--- src/rtl/operand_stage_fifo.sv ---
// Purpose: register FIFO staging operand pairs + select code for the adder/compare consumer.
// Latency: 1 cycle push-to-head, no bypass; head is registered state, zeroed while empty.
// Backpressure: in_ready drops when full (no pass-through on simultaneous pop); head holds until out_ready.
// Optional: define OPSTAGE_DROP_CNT_EN to add the saturating drop_cnt output.
module operand_stage_fifo #(
  parameter int DW    = 8,
  parameter int SW    = 2,
  parameter int DEPTH = 4,
  parameter int AW    = 2
) (
  input  logic          clk,
  input  logic          rst,
  input  logic          flush,
  input  logic [DW-1:0] in1,
  input  logic [DW-1:0] in2,
  input  logic [SW-1:0] sel_in,
  input  logic          in_valid,
  output logic          in_ready,
  output logic [DW-1:0] op1,
  output logic [DW-1:0] op2,
  output logic [SW-1:0] sel,
  output logic          out_valid,
  input  logic          out_ready,
  output logic [AW:0]   count
`ifdef OPSTAGE_DROP_CNT_EN
  ,output logic [15:0]  drop_cnt
`endif
);

  typedef struct packed {
    logic [DW-1:0] a;
    logic [DW-1:0] b;
    logic [SW-1:0] s;
  } entry_t;

  // Full level expressed at count width so the compare is width-exact.
  localparam logic [AW:0]   FULL_CNT = (AW+1)'(DEPTH);
  localparam logic [AW-1:0] PTR_ONE  = {{(AW-1){1'b0}}, 1'b1};
  localparam logic [AW:0]   CNT_ONE  = {{AW{1'b0}}, 1'b1};

  entry_t        mem [DEPTH];
  logic [AW-1:0] wr_ptr;
  logic [AW-1:0] rd_ptr;
  logic          push;
  logic          pop;

  // Handshake flags come only from occupancy, never from the opposite side's handshake.
  assign in_ready  = (count != FULL_CNT);
  assign out_valid = (count != '0);
  assign push      = in_valid && in_ready;
  assign pop       = out_valid && out_ready;

  // Head presented directly from storage; forced to zero when nothing is buffered.
  assign op1 = out_valid ? mem[rd_ptr].a : '0;
  assign op2 = out_valid ? mem[rd_ptr].b : '0;
  assign sel = out_valid ? mem[rd_ptr].s : '0;

  // Pointer, occupancy and storage update; flush discards same-cycle push/pop.
  always_ff @(posedge clk or negedge rst) begin
    if (!rst) begin
      wr_ptr <= '0;
      rd_ptr <= '0;
      count  <= '0;
      for (int i = 0; i < DEPTH; i++) begin
        mem[i] <= '0;
      end
    end else if (flush) begin
      wr_ptr <= '0;
      rd_ptr <= '0;
      count  <= '0;
    end else begin
      if (push) begin
        mem[wr_ptr] <= '{a: in1, b: in2, s: sel_in};
        wr_ptr      <= wr_ptr + PTR_ONE;
      end
      if (pop) begin
        rd_ptr <= rd_ptr + PTR_ONE;
      end
      case ({push, pop})
        2'b10:   count <= count + CNT_ONE;
        2'b01:   count <= count - CNT_ONE;
        default: count <= count;
      endcase
    end
  end

`ifdef OPSTAGE_DROP_CNT_EN
  // Counts cycles where the producer offered data but was refused; sticks at all-ones.
  always_ff @(posedge clk or negedge rst) begin
    if (!rst) begin
      drop_cnt <= '0;
    end else if (flush) begin
      drop_cnt <= '0;
    end else if (in_valid && !in_ready && (drop_cnt != 16'hFFFF)) begin
      drop_cnt <= drop_cnt + 16'd1;
    end
  end
`endif

endmodule

--- config.mk ---
export PLATFORM = sky130hd
export DESIGN_NAME = operand_stage_fifo
export DESIGN_NICKNAME = d
export VERILOG_FILES = /design/src/rtl/operand_stage_fifo.sv
export SDC_FILE = /design/constraint.sdc
export NUM_CORES = 1
export LEC_CHECK = 0
export BUFFER_PORTS_ARGS = -buffer_cell sky130_fd_sc_hd__buf_2
export CORE_ASPECT_RATIO = 0.6
export CORE_MARGIN = 1.5
export CORE_UTILIZATION = 53
export CTS_CLUSTER_DIAMETER = 30
export CTS_CLUSTER_SIZE = 40
export DETAILED_ROUTE_END_ITERATION = 12
export PLACE_DENSITY = 0.76
export SLEW_MARGIN = 20
export SYNTH_ARGS = -nofsm -noshare
export SYNTH_HDL_FRONTEND = slang
export SYNTH_SLANG_ARGS = --single-unit
export TNS_END_PERCENT = 50
--- constraint.sdc ---
create_clock -name clk -period 2.49 [get_ports clk]
set_clock_uncertainty 0.2 [all_clocks]
set_input_delay 0.3735 -clock clk [delete_from_list [all_inputs] [get_ports clk]]
set_output_delay 0.3735 -clock clk [all_outputs]
set_load 0.02 [all_outputs]
==> summary.txt <==
Global routing
  – Largest net degree at the start of global routing: 41
  – Vias in the first global route: 2,427
  – Remaining Overflow, GRT: 0
  – GRT Overall Usage: 20.83%
  – Antenna violations before repair: 0
  – First-pass GRT wire length: 12,590 um

Route
  – Highest routed layer: met4
  – DR vias: 2,244
  – WL final: 7491 um
  – Met3 wire len: 292 um
  – Post-DRT Antenna Nets: 0
  – DRT met1 WL: 3623 um
  – Met2 WL: 3503 um
  – Iteration-0 DRC Markers: 87
  – WL/cell: 18.01 um
  – Via density: 5.394
  – TritonRoute pass-1 iters: 4
  – DRC errors left: 0

Critical path
  – Crit path buffers/inverters: 2
  – CP max FO: 21
  – Crit-path leading delay family: simple AND/OR/NAND/NOR gates
  – Crit path cell chain: or3_2 -> buf_4 -> and2_1 -> buf_2
  – Critical Path RT: 1.92 ns
  – Slowest cell on crit path: or3_2
  – CP endpoint kind: output port
  – WS Path Type: flip-flop to output port
  – Startpoint types: flip-flop
  – CP peak stage delay: 0.51 ns
  – CP arrival: 1.84 ns

Run status
  – Status: complete, no violations

Timing
  – Period Utilization, post-route: 96.77%
  – Max Slew Vio Count: 0
  – RSZ-0062 raised after global routing: no
  – Final Hold Fails: 0
  – Min Tclk post-route: 2.410 ns
  – Worst-margin pin slew: 0.5120 ns
  – Max-slew headroom: 65.87%
  – FMAX: 0.4150 GHz
  – Setup TNS: 0 ns
  – Final setup violation count: 0

Floorplan
  – DIE WIDTH: 115.1 um
  – Initial core utilization: 54.80%
  – I/O pin count: 46
  – Die area: 0.008093 mm^2
  – Row count: 24
  – Core area: 0.007297 mm^2
  – Height of the die: 70.29 um

Clock tree
  – H-Tree Depth: 3
  – CTS max path bufs: 2
  – CTS buffer count: 9
  – Clock transition at path regs: 0.05 ns
  – Postcts setup bufs: 0
  – Root Buffer: clkbuf_16
  – CTS tree: done
  – CTS sink cnt: 79
  – Worst-skew pair later-pin latency: 0.33 ns

Layout
  – Commonest non-fill, non-tap cell in the layout: dfrtp_1
  – Layout area overhead: 14.92%
  – Layout cells sized above 1: 53.53%
  – Most frequent cells in the layout: 77 x dfrtp_1, 44 x buf_2, 40 x mux2_4
  – Layout filler cell count: 572
  – N_diodes: 0
  – Design area: 0.004596 mm^2
  – Final core utilization: 62.98%
  – Nets: 335

Synthesis
  – Synth Net Count: 282
  – Share of the synthesized area in the top cell type: 49.44%
  – Syn Inst Count: 254
  – Post-synth top area cell: dfrtp_1
  – Sequential area share after synthesis: 49.44%
  – Top post-synthesis cells by area: dfrtp_1 49%, mux2_4 15%, mux4_2 10%, mux2_2 9.0%, and2_1 2.8%
  – Count of flip-flops with a built-in enable after synthesis: 0
  – Async S/R FF share, synth: 100.0%
  – Syn Area/Cell: 15.74 um^2
  – Synth Cell Area: 0.003999 mm^2
  – Synth cell types: 35
  – Yosys warns: 0
  – FF+latch count, synth: 79
  – Synth Flop Type: dfrtp_1

Placement
  – Gpl congestion: 0.8093
  – # port buffers: 45
  – Hpwl dp: 4819 um
  – Placed Area: 0.004308 mm^2

Pwr
  – Pwr/cell area: 1019 mW/mm^2
  – Static Leak: 0.002203 uW
  – Peak supply drop: 0.5000 mV

Job
  – Max-cap violations: 0

Hold path
  – Min-Delay Path Class: primary input to flip-flop
## cell families (layout without fill, tap and decap cells)
kind of cell | after synthesis | count (layout) | share of synthesized area, %
buf+inv | 16 | 74 | 3.598
mux | 90 | 90 | 34.17
fa+ha+maj | 5 | 5 | 1.752
xor+xnor | 4 | 4 | 0.8763
simple gates | 50 | 50 | 8.573
flops | 79 | 79 | 49.44
compound gates | 10 | 10 | 1.596
## repair_timing
item / in CTS / in global routing
gates resized for setup: 1 / 2
setup endpoints to repair: 5 / 6
hold buffers: 1 / 0
hold endpoints to repair: 37 / 0
## worst register-to-register path: cells and delay by family (launching register included)
family                     cells  cell delay, ns
AOI/OAI and AO/OA              2            0.31
DFF                            1            0.42
and+or+nand+nor                3            0.81
adders and majority gates      1            0.40
## synthesized netlist by cell type (2+ instances only)
library cell	number
a21oi_1	2
and2_1	18
buf_12	5
clkbuf_1	6
dfrtp_1	79
ha_1	4
inv_1	2
mux2_2	32
mux2_4	40
mux4_2	18
nand2_1	6
nand2_8	4
nand3_1	5
nor2_1	8
o21ai_0	3
xnor2_1	2
xor2_1	2
## final timing paths
path / end / from / cells past startpoint / slack, ns
setup / recovery: op1[5] / count[1]$_DFFE_PN0P_ / 4 / 0.08
hold / removal: mem[45]$_DFFE_PN0P_ / in2[7] / 2 / 0.12
setup reg to reg: count[2]$_DFFE_PN0P_ / count[1]$_DFFE_PN0P_ / 6 / 0.27
hold reg to reg: mem[31]$_DFFE_PN0P_ / mem[31]$_DFFE_PN0P_ / 1 / 0.30
max in group asynchronous: mem[43]$_DFFE_PN0P_ / rst / 3 / 1.10
min in group asynchronous: mem[60]$_DFFE_PN0P_ / rst / 2 / 0.36
## layout make-up
cell class / count / area, um^2 / share of cell area, %
Timing Repair Buffer: 56 / 329.1 / 7.160
Clock buffer: 16 / 271.5 / 5.908
Inverter: 2 / 7.507 / 0.1634
Tap cell: 104 / 130.1 / 2.831
Sequential cell: 79 / 1979 / 43.07
Multi-Input combinational cell: 159 / 1878 / 40.87
## flip-flops by register name (all words and copies together) (netlist names)
register / cells
mem: 72
count: 3
wr_ptr: 2
rd_ptr: 2
## power breakdown
group	switching [uW]	total, uW	internal [uW]	leakage [uW]
Sequential	260	2000	1740	0.000991
Clock	469	1200	731	0.000131
Combinational	571	1480	908	0.00108
## stage by stage
stage	hold WS (ns)	setup WS [ns]	total power (uW)	cells
finish	0.1163	0.08037	4684	416
global route	0.1126	0.01069	4951	416
CTS	0.1098	0.03228	4722	416
detailed placement	0.1831	0.2827	3497	399
global placement	0.1716	0.2871	3437	399
floorplan	-0.1221	0.07182	3105	254
## metal layers
metal | global-route usage (%) | vias to the layer above
li1 | - | 1023
met1 | 29.18 | 1170
met2 | 31.55 | 42
met3 | 6.510 | 9
met4 | 5.761 | 0
met5 | 0 | -
Power figures use the tool's default switching activity.
